**src/rtl/riscv_pkg.sv**
```systemverilog
// rtl/riscv_pkg.sv - shared encodings for the RV32I multicycle controller
package riscv_pkg;

    localparam logic [6:0] OP_LOAD   = 7'b0000011;
    localparam logic [6:0] OP_STORE  = 7'b0100011;
    localparam logic [6:0] OP_RTYPE  = 7'b0110011;
    localparam logic [6:0] OP_ITYPE  = 7'b0010011;
    localparam logic [6:0] OP_BRANCH = 7'b1100011;
    localparam logic [6:0] OP_JAL    = 7'b1101111;

    typedef enum logic [3:0] {
        S_RESET,
        S_FETCH,
        S_DECODE,
        S_MEMADR,
        S_MEMREAD,
        S_MEMWB,
        S_MEMWRITE,
        S_EXECR,
        S_EXECI,
        S_JAL,
        S_ALUWB,
        S_BRANCH
    } state_t;

    localparam logic [1:0] ALUOP_ADD   = 2'b00;
    localparam logic [1:0] ALUOP_SUB   = 2'b01;
    localparam logic [1:0] ALUOP_FUNCT = 2'b10;

    localparam logic [2:0] ALU_ADD = 3'b000;
    localparam logic [2:0] ALU_SUB = 3'b001;
    localparam logic [2:0] ALU_AND = 3'b010;
    localparam logic [2:0] ALU_OR  = 3'b011;
    localparam logic [2:0] ALU_SLT = 3'b101;

    localparam logic [1:0] IMM_I = 2'b00;
    localparam logic [1:0] IMM_S = 2'b01;
    localparam logic [1:0] IMM_B = 2'b10;
    localparam logic [1:0] IMM_J = 2'b11;

    localparam logic [1:0] SRCA_PC    = 2'b00;
    localparam logic [1:0] SRCA_OLDPC = 2'b01;
    localparam logic [1:0] SRCA_RD1   = 2'b10;

    localparam logic [1:0] SRCB_RD2  = 2'b00;
    localparam logic [1:0] SRCB_IMM  = 2'b01;
    localparam logic [1:0] SRCB_FOUR = 2'b10;

    localparam logic [1:0] RES_ALUOUT = 2'b00;
    localparam logic [1:0] RES_DATA   = 2'b01;
    localparam logic [1:0] RES_ALU    = 2'b10;

    typedef struct packed {
        logic [1:0] alu_src_a;
        logic [1:0] alu_src_b;
        logic [1:0] result_src;
        logic [1:0] alu_op;
        logic       adr_src;
        logic       ir_write;
        logic       pc_update;
        logic       branch;
        logic       reg_write;
        logic       mem_write;
        logic       instr_done;
    } ctl_t;

    function automatic logic [1:0] imm_src_of(input logic [6:0] op_i);
        case (op_i)
            OP_STORE:  imm_src_of = IMM_S;
            OP_BRANCH: imm_src_of = IMM_B;
            OP_JAL:    imm_src_of = IMM_J;
            default:   imm_src_of = IMM_I;
        endcase
    endfunction

    function automatic logic op_supported(input logic [6:0] op_i);
        case (op_i)
            OP_LOAD, OP_STORE, OP_RTYPE, OP_ITYPE, OP_BRANCH, OP_JAL: op_supported = 1'b1;
            default: op_supported = 1'b0;
        endcase
    endfunction

endpackage

```
**src/rtl/alu_decoder.sv**
```systemverilog
// rtl/alu_decoder.sv - maps ALUop and instruction function fields to alu_control
module alu_decoder
    import riscv_pkg::*;
(
    input  logic [1:0] alu_op,
    input  logic [2:0] funct3,
    input  logic       op5,
    input  logic       funct7b5,
    output logic [2:0] alu_control
);

    always_comb begin
        alu_control = ALU_ADD;
        case (alu_op)
            ALUOP_SUB: alu_control = ALU_SUB;
            ALUOP_FUNCT: begin
                case (funct3)
                    // only register-register forms can subtract; addi with bit30 set stays add
                    3'b000:  alu_control = (op5 & funct7b5) ? ALU_SUB : ALU_ADD;
                    3'b010:  alu_control = ALU_SLT;
                    3'b110:  alu_control = ALU_OR;
                    3'b111:  alu_control = ALU_AND;
                    default: alu_control = ALU_ADD;
                endcase
            end
            default: alu_control = ALU_ADD;
        endcase
    end

endmodule

```
**src/rtl/multicycle_controller.sv**
```systemverilog
// rtl/multicycle_controller.sv - control FSM sequencing the RV32I multicycle datapath
module multicycle_controller
    import riscv_pkg::*;
(
    input  logic       clk,
    input  logic       reset,
    input  logic [6:0] op,
    input  logic [2:0] funct3,
    input  logic       funct7b5,
    input  logic       zero,
    output logic [1:0] imm_src,
    output logic [1:0] alu_src_a,
    output logic [1:0] alu_src_b,
    output logic [2:0] alu_control,
    output logic [1:0] result_src,
    output logic       adr_src,
    output logic       ir_write,
    output logic       pc_write,
    output logic       reg_write,
    output logic       mem_write,
    output logic       instr_done,
    output logic       illegal_instr
);

    state_t state;
    state_t next_state;
    ctl_t   ctl;
    logic   branch_taken;

    function automatic state_t next_of(input state_t s, input logic [6:0] op_i);
        case (s)
            S_RESET:  next_of = S_FETCH;
            S_FETCH:  next_of = S_DECODE;
            S_DECODE: begin
                case (op_i)
                    OP_LOAD, OP_STORE: next_of = S_MEMADR;
                    OP_RTYPE:          next_of = S_EXECR;
                    OP_ITYPE:          next_of = S_EXECI;
                    OP_BRANCH:         next_of = S_BRANCH;
                    OP_JAL:            next_of = S_JAL;
                    default:           next_of = S_FETCH;
                endcase
            end
            S_MEMADR:  next_of = (op_i == OP_LOAD) ? S_MEMREAD : S_MEMWRITE;
            S_MEMREAD: next_of = S_MEMWB;
            S_EXECR, S_EXECI, S_JAL: next_of = S_ALUWB;
            default:   next_of = S_FETCH;
        endcase
    endfunction

    function automatic ctl_t ctl_of(input state_t s);
        ctl_t c;
        c = '0;
        case (s)
            S_FETCH: begin
                c.ir_write   = 1'b1;
                c.pc_update  = 1'b1;
                c.alu_src_a  = SRCA_PC;
                c.alu_src_b  = SRCB_FOUR;
                c.result_src = RES_ALU;
            end
            S_DECODE: begin
                c.alu_src_a = SRCA_OLDPC;
                c.alu_src_b = SRCB_IMM;
            end
            S_MEMADR: begin
                c.alu_src_a = SRCA_RD1;
                c.alu_src_b = SRCB_IMM;
            end
            S_MEMREAD: begin
                c.result_src = RES_ALUOUT;
                c.adr_src    = 1'b1;
            end
            S_MEMWB: begin
                c.result_src = RES_DATA;
                c.reg_write  = 1'b1;
                c.instr_done = 1'b1;
            end
            S_MEMWRITE: begin
                c.result_src = RES_ALUOUT;
                c.adr_src    = 1'b1;
                c.mem_write  = 1'b1;
                c.instr_done = 1'b1;
            end
            S_EXECR: begin
                c.alu_src_a = SRCA_RD1;
                c.alu_src_b = SRCB_RD2;
                c.alu_op    = ALUOP_FUNCT;
            end
            S_EXECI: begin
                c.alu_src_a = SRCA_RD1;
                c.alu_src_b = SRCB_IMM;
                c.alu_op    = ALUOP_FUNCT;
            end
            S_JAL: begin
                c.alu_src_a  = SRCA_OLDPC;
                c.alu_src_b  = SRCB_FOUR;
                c.result_src = RES_ALUOUT;
                c.pc_update  = 1'b1;
            end
            S_ALUWB: begin
                c.result_src = RES_ALUOUT;
                c.reg_write  = 1'b1;
                c.instr_done = 1'b1;
            end
            S_BRANCH: begin
                c.alu_src_a  = SRCA_RD1;
                c.alu_src_b  = SRCB_RD2;
                c.alu_op     = ALUOP_SUB;
                c.result_src = RES_ALUOUT;
                c.branch     = 1'b1;
                c.instr_done = 1'b1;
            end
            default: c = '0;
        endcase
        return c;
    endfunction

    always_comb next_state = next_of(state, op);

    // Controls are registered from the upcoming state so they are glitch-free Moore outputs
    always_ff @(posedge clk or posedge reset) begin
        if (reset) begin
            state <= S_RESET;
            ctl   <= ctl_of(S_RESET);
        end else begin
            state <= next_state;
            ctl   <= ctl_of(next_state);
        end
    end

    alu_decoder u_alu_decoder (
        .alu_op      (ctl.alu_op),
        .funct3      (funct3),
        .op5         (op[5]),
        .funct7b5    (funct7b5),
        .alu_control (alu_control)
    );

    // Only beq/bne can redirect; other branch funct3 values fall through as not taken
    assign branch_taken  = (funct3[2:1] == 2'b00) & (zero ^ funct3[0]);

    assign imm_src       = (state == S_RESET) ? IMM_I : imm_src_of(op);
    assign alu_src_a     = ctl.alu_src_a;
    assign alu_src_b     = ctl.alu_src_b;
    assign result_src    = ctl.result_src;
    assign adr_src       = ctl.adr_src;
    assign ir_write      = ctl.ir_write;
    assign pc_write      = ctl.pc_update | (ctl.branch & branch_taken);
    assign reg_write     = ctl.reg_write;
    assign mem_write     = ctl.mem_write;
    assign instr_done    = ctl.instr_done;
    assign illegal_instr = (state == S_DECODE) & ~op_supported(op);

endmodule

```
**config.mk**
```make
export PLATFORM = sky130hd
export DESIGN_NAME = multicycle_controller
export DESIGN_NICKNAME = d
export VERILOG_FILES = /design/src/rtl/riscv_pkg.sv /design/src/rtl/alu_decoder.sv /design/src/rtl/multicycle_controller.sv
export SDC_FILE = /design/constraint.sdc
export NUM_CORES = 1
export LEC_CHECK = 0
export ABC_CLOCK_PERIOD_IN_PS = 1900
export BUFFER_PORTS_ARGS = -buffer_cell sky130_fd_sc_hd__buf_2
export CAP_MARGIN = 5
export CORE_MARGIN = 3
export CORE_UTILIZATION = 50
export CTS_CLUSTER_DIAMETER = 150
export DETAILED_ROUTE_END_ITERATION = 7
export PLACE_DENSITY = 0.78
export SYNTH_ARGS = -nofsm -noshare
export SYNTH_HDL_FRONTEND = slang
export SYNTH_SLANG_ARGS = --single-unit
export TNS_END_PERCENT = 1
```
**constraint.sdc**
```tcl
create_clock -name clk -period 1.9 [get_ports clk]
set_input_delay 0.38 -clock clk [delete_from_list [all_inputs] [get_ports clk]]
set_output_delay 0.38 -clock clk [all_outputs]
set_load 0.03 [all_outputs]
```
## Word level (Yosys, flattened, before mapping)

Index checks and enable logic that the tools add are counted.

- Bitwise logic cells: 7
- Equal/unequal tests: 29
- Mux-type cells: 19
- Reduce and logical (&&, ||, !) cells: 13

Operators by type and width:

| kind | number |
|---|---|
| one-hot mux 4 bit (5 select lines) | 3 |
| == test 4 x 3 -> 1 bit, second input constant | 6 |
| == test 4 bit, second input constant | 6 |
| == test 4 x 2 -> 1 bit, second input constant | 4 |
| == test 7 x 6 -> 1 bit, second input constant | 2 |
| == test 7 bit, second input constant | 2 |
| OR reduction 2 bit | 7 |
| one-hot mux 3 bit (4 select lines) | 1 |
| two-way mux 1 bit | 9 |
| == test 4 x 1 -> 1 bit, second input constant | 2 |
| one-hot mux 2 bit (2 select lines) | 2 |
| == test 7 x 2 -> 1 bit, second input constant | 1 |
| == test 7 x 5 -> 1 bit, second input constant | 1 |
| == test 3 bit, second input constant | 2 |
| one-hot mux 2 bit (3 select lines) | 1 |
| one-hot mux 3 bit (2 select lines) | 1 |
| OR reduction 6 bit | 1 |
| AND 1 bit | 4 |
| logical NOT 4 bit | 1 |
| two-way mux 2 bit | 2 |
| OR reduction 4 bit | 1 |
| == test 3 x 2 -> 1 bit, second input constant | 1 |
| logical NOT 3 bit | 1 |
| OR reduction 3 bit | 1 |
| 6 further kinds | 6 |

- Input bits: 14
- Flip-flop bits (word level): 19
- Output and inout port bits: 18

## Logic depth before layout (Yosys ltp)

- Depth in word-level cells: 7
- Mapped depth: 6

## Cells and area by module

A second synthesis with hierarchy kept.

- Cell total of the unflattened synthesis: 103
- Area total of the unflattened synthesis: 1,088.5 um^2

Modules (own cells, without submodules):

| module | area each (um^2) | times used | cells an instance |
|---|---|---|---|
| multicycle_controller | 992.2 | 1 | 92 |
| alu_decoder | 96.3 | 1 | 11 |

## Worst setup path after synthesis

OpenSTA, ideal clock, no wires.

- Kind: reg-to-output
- Start: register state[3]
- End: output illegal_instr
- Stages on the path, launching flop included: 4
- Arrival: 1.756 ns
- Path buffers: 1
- Slack: -0.236 ns
- Path through: dfrtp_1 buf_2 or4b_4 nor3_1

- Word-level cells in the longest chain between the ends: 2

RTL lines:

| what | line | text |
|---|---|---|
| from (decl) | multicycle_controller.sv:25 | `state_t state;` |
| from (signal assigned) | multicycle_controller.sv:127 | `state <= next_state;` |
| == test 4 x 2 -> 1 bit | multicycle_controller.sv:153 | `assign illegal_instr = (state == S_DECODE) & ~op_supported(op);` |
| AND 1 bit | multicycle_controller.sv:153 |  |
| to (decl) | multicycle_controller.sv:22 | `output logic illegal_instr` |

Every way passes these cells.

## Worst setup path after layout

- Start: register state[0]
- End: output illegal_instr

The elaborated chain is that of the path after synthesis.

==> flow_summary.ini <==
[run_status]
status = finished, violations left
violations = setup timing

[synth]
ys_warn_count = 0
syn-cell-area_um2 = 1100
ys_types = 45
postSynthAreaPerCell_um2 = 9.43
ys_ff_latch = 17
synthesis.nets = 133
synth_seq_area_share_pct = 38.5
synthCells = 117

[clocking]
cts-htree-levels = 1
cts_tree = done
clock_latency_ps = 300
clock_sinks = 17
cts_hold_buf = 0
cts-root-buf = clkbuf_4
clk_pin_slew_worst_paths_ps = 100
cts_buffers = 3
cts_buffer_depth = 2

[placed_design]
dpl-instance-area_um2 = 1260
hpwlAfterDp_um = 1800
gp_congestion = 0.835
pre_cts_ws_ps = 176
port_buffers = 31

[critical_path]
path_depth = 3
max_stage_delay_ps = 570
reg2reg_slack_ps = 70
crit_path_end = illegal_instr
cpLargestDelayFamily = simple AND/OR/NAND/NOR gates
slowest_stage = or4b_4
reg2regPathDepth = 5
path_cells = or4b_4 > nor3_4 > buf_6
worst_r2r_endpoint = state[1]$_DFF_PP0_
worst_ep_arrival_time_ps = 1540
worstReg2RegStart = state[0]$_DFF_PP0_
cp.required_ps = 1520
crit_type = reg -> out
critPathBufInv = 1
end_kind = primary output
critPathMaxFanout = 2
startpoint_type = flip-flop
startpoint = state[0]$_DFF_PP0_

[die]
core_area_um2 = 2020
rows = 16
start_util_pct = 54.6
dieArea_um2 = 2810
num_io_pins = 32
die_y_um = 53.0
die-width_um = 53.0

[global_route]
antenna_found_initial = 0
grt_first_pass_wirelength_um = 4080
grt_pass1_vias = 905
gr-total-overflow = 0
globalRouteTotalUtil_pct = 19.7
grt_max_degree = 18

[job]
maxCapViolCount = 0

[finish]
final_area_um2 = 1350
utilization_pct = 66.7
drive_gt1_share_pct = 39.9
antenna_cells = 0
syn_to_final_growth_pct = 22.2
finalNetCount = 165

[sta]
maxSlewViolCount = 0
tightestPinTransition_ps = 639
setup_slack_ps = -23.0
hold_viol = 0
period_share_pct = 101
finalSetupViolCount = 1
fmax_ghz = 0.520
fin_setup_tns_ps = -23.0
grt_setup_unrepaired = yes
relSlewSlack_pct = 57.3
period_needed_ps = 1920
skew_ps = 0.902

[route]
vias_per_cell = 5.57
drtAntennaViolNets = 0
wl_um = 2480
drt-pass1-iter-count = 4
detail_route.iter0.violations = 21
vias = 974
drc = 0
wl_per_cell_um = 14.2

[pwr]
cellPowerDensity_nw_per_um2 = 1270
total_power_mw = 1.71
peakVddDrop_mv = 0.724
leakage_nw = 0.648

[hold_path]
hold_path_class = in -> async
==> cell usage in the layout, fill, tap and decap left out, drive strengths merged, types with 2 or more instances in the layout <==
cell    Yosys  final
o21ba       2      2
or4b        3      3
nor2b       2      2
nor3        7      7
nand2       8      8
a21oi       4      4
o211ai      2      2
a31o        2      2
ha          2      2
o21bai      3      3
clkbuf      1      4
inv         7      7
nor4b       3      3
a31oi       2      2
dfrtp      17     17
nand2b      2      2
nor2       10     10
nor3b       2      2
and2        2      2
o211a       2      2
o21a        2      2
buf        11     39
o21ai       8      8
==> worst register-to-register path, stage by stage (launching register included) <==
cell and delay [ps]:
dfrtp_1 390, or4b_4 570, buf_4 150, buf_4 140, a32oi_1 350, nand2b_1 180
==> where the power goes <==
group          switching (mW)  total, mW  internal (mW)
Combinational           0.594      0.985          0.392
Sequential             0.0429      0.519          0.476
Clock                   0.121      0.203         0.0821
==> cell usage after synthesis <==
cell type | count | area (um^2)
dfrtp_1 | 17 | 425
nor2_1 | 10 | 37.5
nand2_1 | 8 | 30.0
nor3_1 | 7 | 35.0
buf_4 | 6 | 45.0
inv_1 | 6 | 22.5
o21ai_0 | 5 | 25.0
a21oi_1 | 4 | 20.0
buf_2 | 4 | 20.0
o21bai_1 | 3 | 22.5
or4b_4 | 3 | 41.3
ha_1 | 2 | 25.0
nand2b_1 | 2 | 12.5
nor2b_1 | 2 | 12.5
nor3b_1 | 2 | 15.0
nor4b_1 | 2 | 17.5
o211a_1 | 2 | 20.0
o211ai_1 | 2 | 15.0
o21a_1 | 2 | 15.0
o21ai_2 | 2 | 17.5
o21ba_2 | 2 | 20.0
a211o_1 | 1 | 8.76
a21boi_0 | 1 | 7.51
a31o_1 | 1 | 8.76
a31o_2 | 1 | 8.76
a31oi_1 | 1 | 6.26
a31oi_4 | 1 | 21.3
a32oi_1 | 1 | 8.76
and2_1 | 1 | 6.26
and2_4 | 1 | 8.76
and2b_1 | 1 | 7.51
and4b_1 | 1 | 10.0
and4bb_2 | 1 | 12.5
buf_6 | 1 | 11.3
clkbuf_1 | 1 | 3.75
inv_2 | 1 | 3.75
nand4bb_1 | 1 | 11.3
nor4_1 | 1 | 6.26
nor4b_2 | 1 | 15.0
o21ai_1 | 1 | 5.00
o41ai_1 | 1 | 8.76
or2_2 | 1 | 6.26
or2b_1 | 1 | 7.51
or3_1 | 1 | 6.26
xor2_1 | 1 | 8.76
==> area by class of cell <==
type | instances | area [um^2]
clock buffer | 4 | 26.3
multi-input combinational | 81 | 607
fill | 173 | 673
tap | 27 | 33.8
sequential | 17 | 425
inverter | 7 | 26.3
timing repair buffer | 39 | 230
==> flip-flops by register name, indices dropped and copies added, names as in the netlist <==
name	cells
ctl	3
ir_write	1
adr_src	1
alu_src_a	2
alu_src_b	2
mem_write	1
state	4
reg_write	1
result_src	1
instr_done	1
==> repair_timing <==
item / 4_1_cts / 5_1_grt
hold endpoints to repair: 0 / 0
setup endpoints to repair: 3 / 4
pin swaps: 2 / 2
buffers inserted: 1 / 1
resized for setup: 5 / 4
==> how the worst min path moves through the flow <==
stage | startpoint | end | slack, ps | cells past startpoint
2_1_floorplan | reset | adr_src$_DFF_PP0_ | 310 | 1
3_3_place_gp | reset | adr_src$_DFF_PP0_ | 490 | 2
3_5_place_dp | reset | state[1]$_DFF_PP0_ | 490 | 2
4_1_cts | reset | state[0]$_DFF_PP0_ | 170 | 2
5_1_grt | reset | state[1]$_DFF_PP0_ | 190 | 2
6_report | reset | state[1]$_DFF_PP0_ | 140 | 2
==> cells by family after synthesis <==
group           Yosys count  share of synthesized area (%)
simple gates             47                           27.1
compound gates           31                           21.7
buf+inv                  19                           9.64
flops                    17                           38.5
fa+ha+maj                 2                           2.27
xor+xnor                  1                          0.794
==> stage by stage <==
stage | std cells | hold slack, ps
global placement | 169 | 494
floorplan | 117 | 306
global route | 175 | 193
detailed placement | 169 | 490
finish | 175 | 143
CTS | 174 | 170
==> per-layer routing <==
| metal | vias up | global-route usage [%] | routed length [um] | share of wire [%] |
|---|---|---|---|---|
| met5 | - | 0 | 0 | 0 |
| met1 | 468 | 27.1 | 1170 | 47 |
| li1 | 474 | - | - | - |
| met2 | 28 | 31.0 | 1160 | 47 |
| met4 | 0 | 7.66 | 32 | 1.3 |
| met3 | 4 | 2.82 | 118 | 4.8 |
No activity file was read; power rests on OpenSTA's default activity.
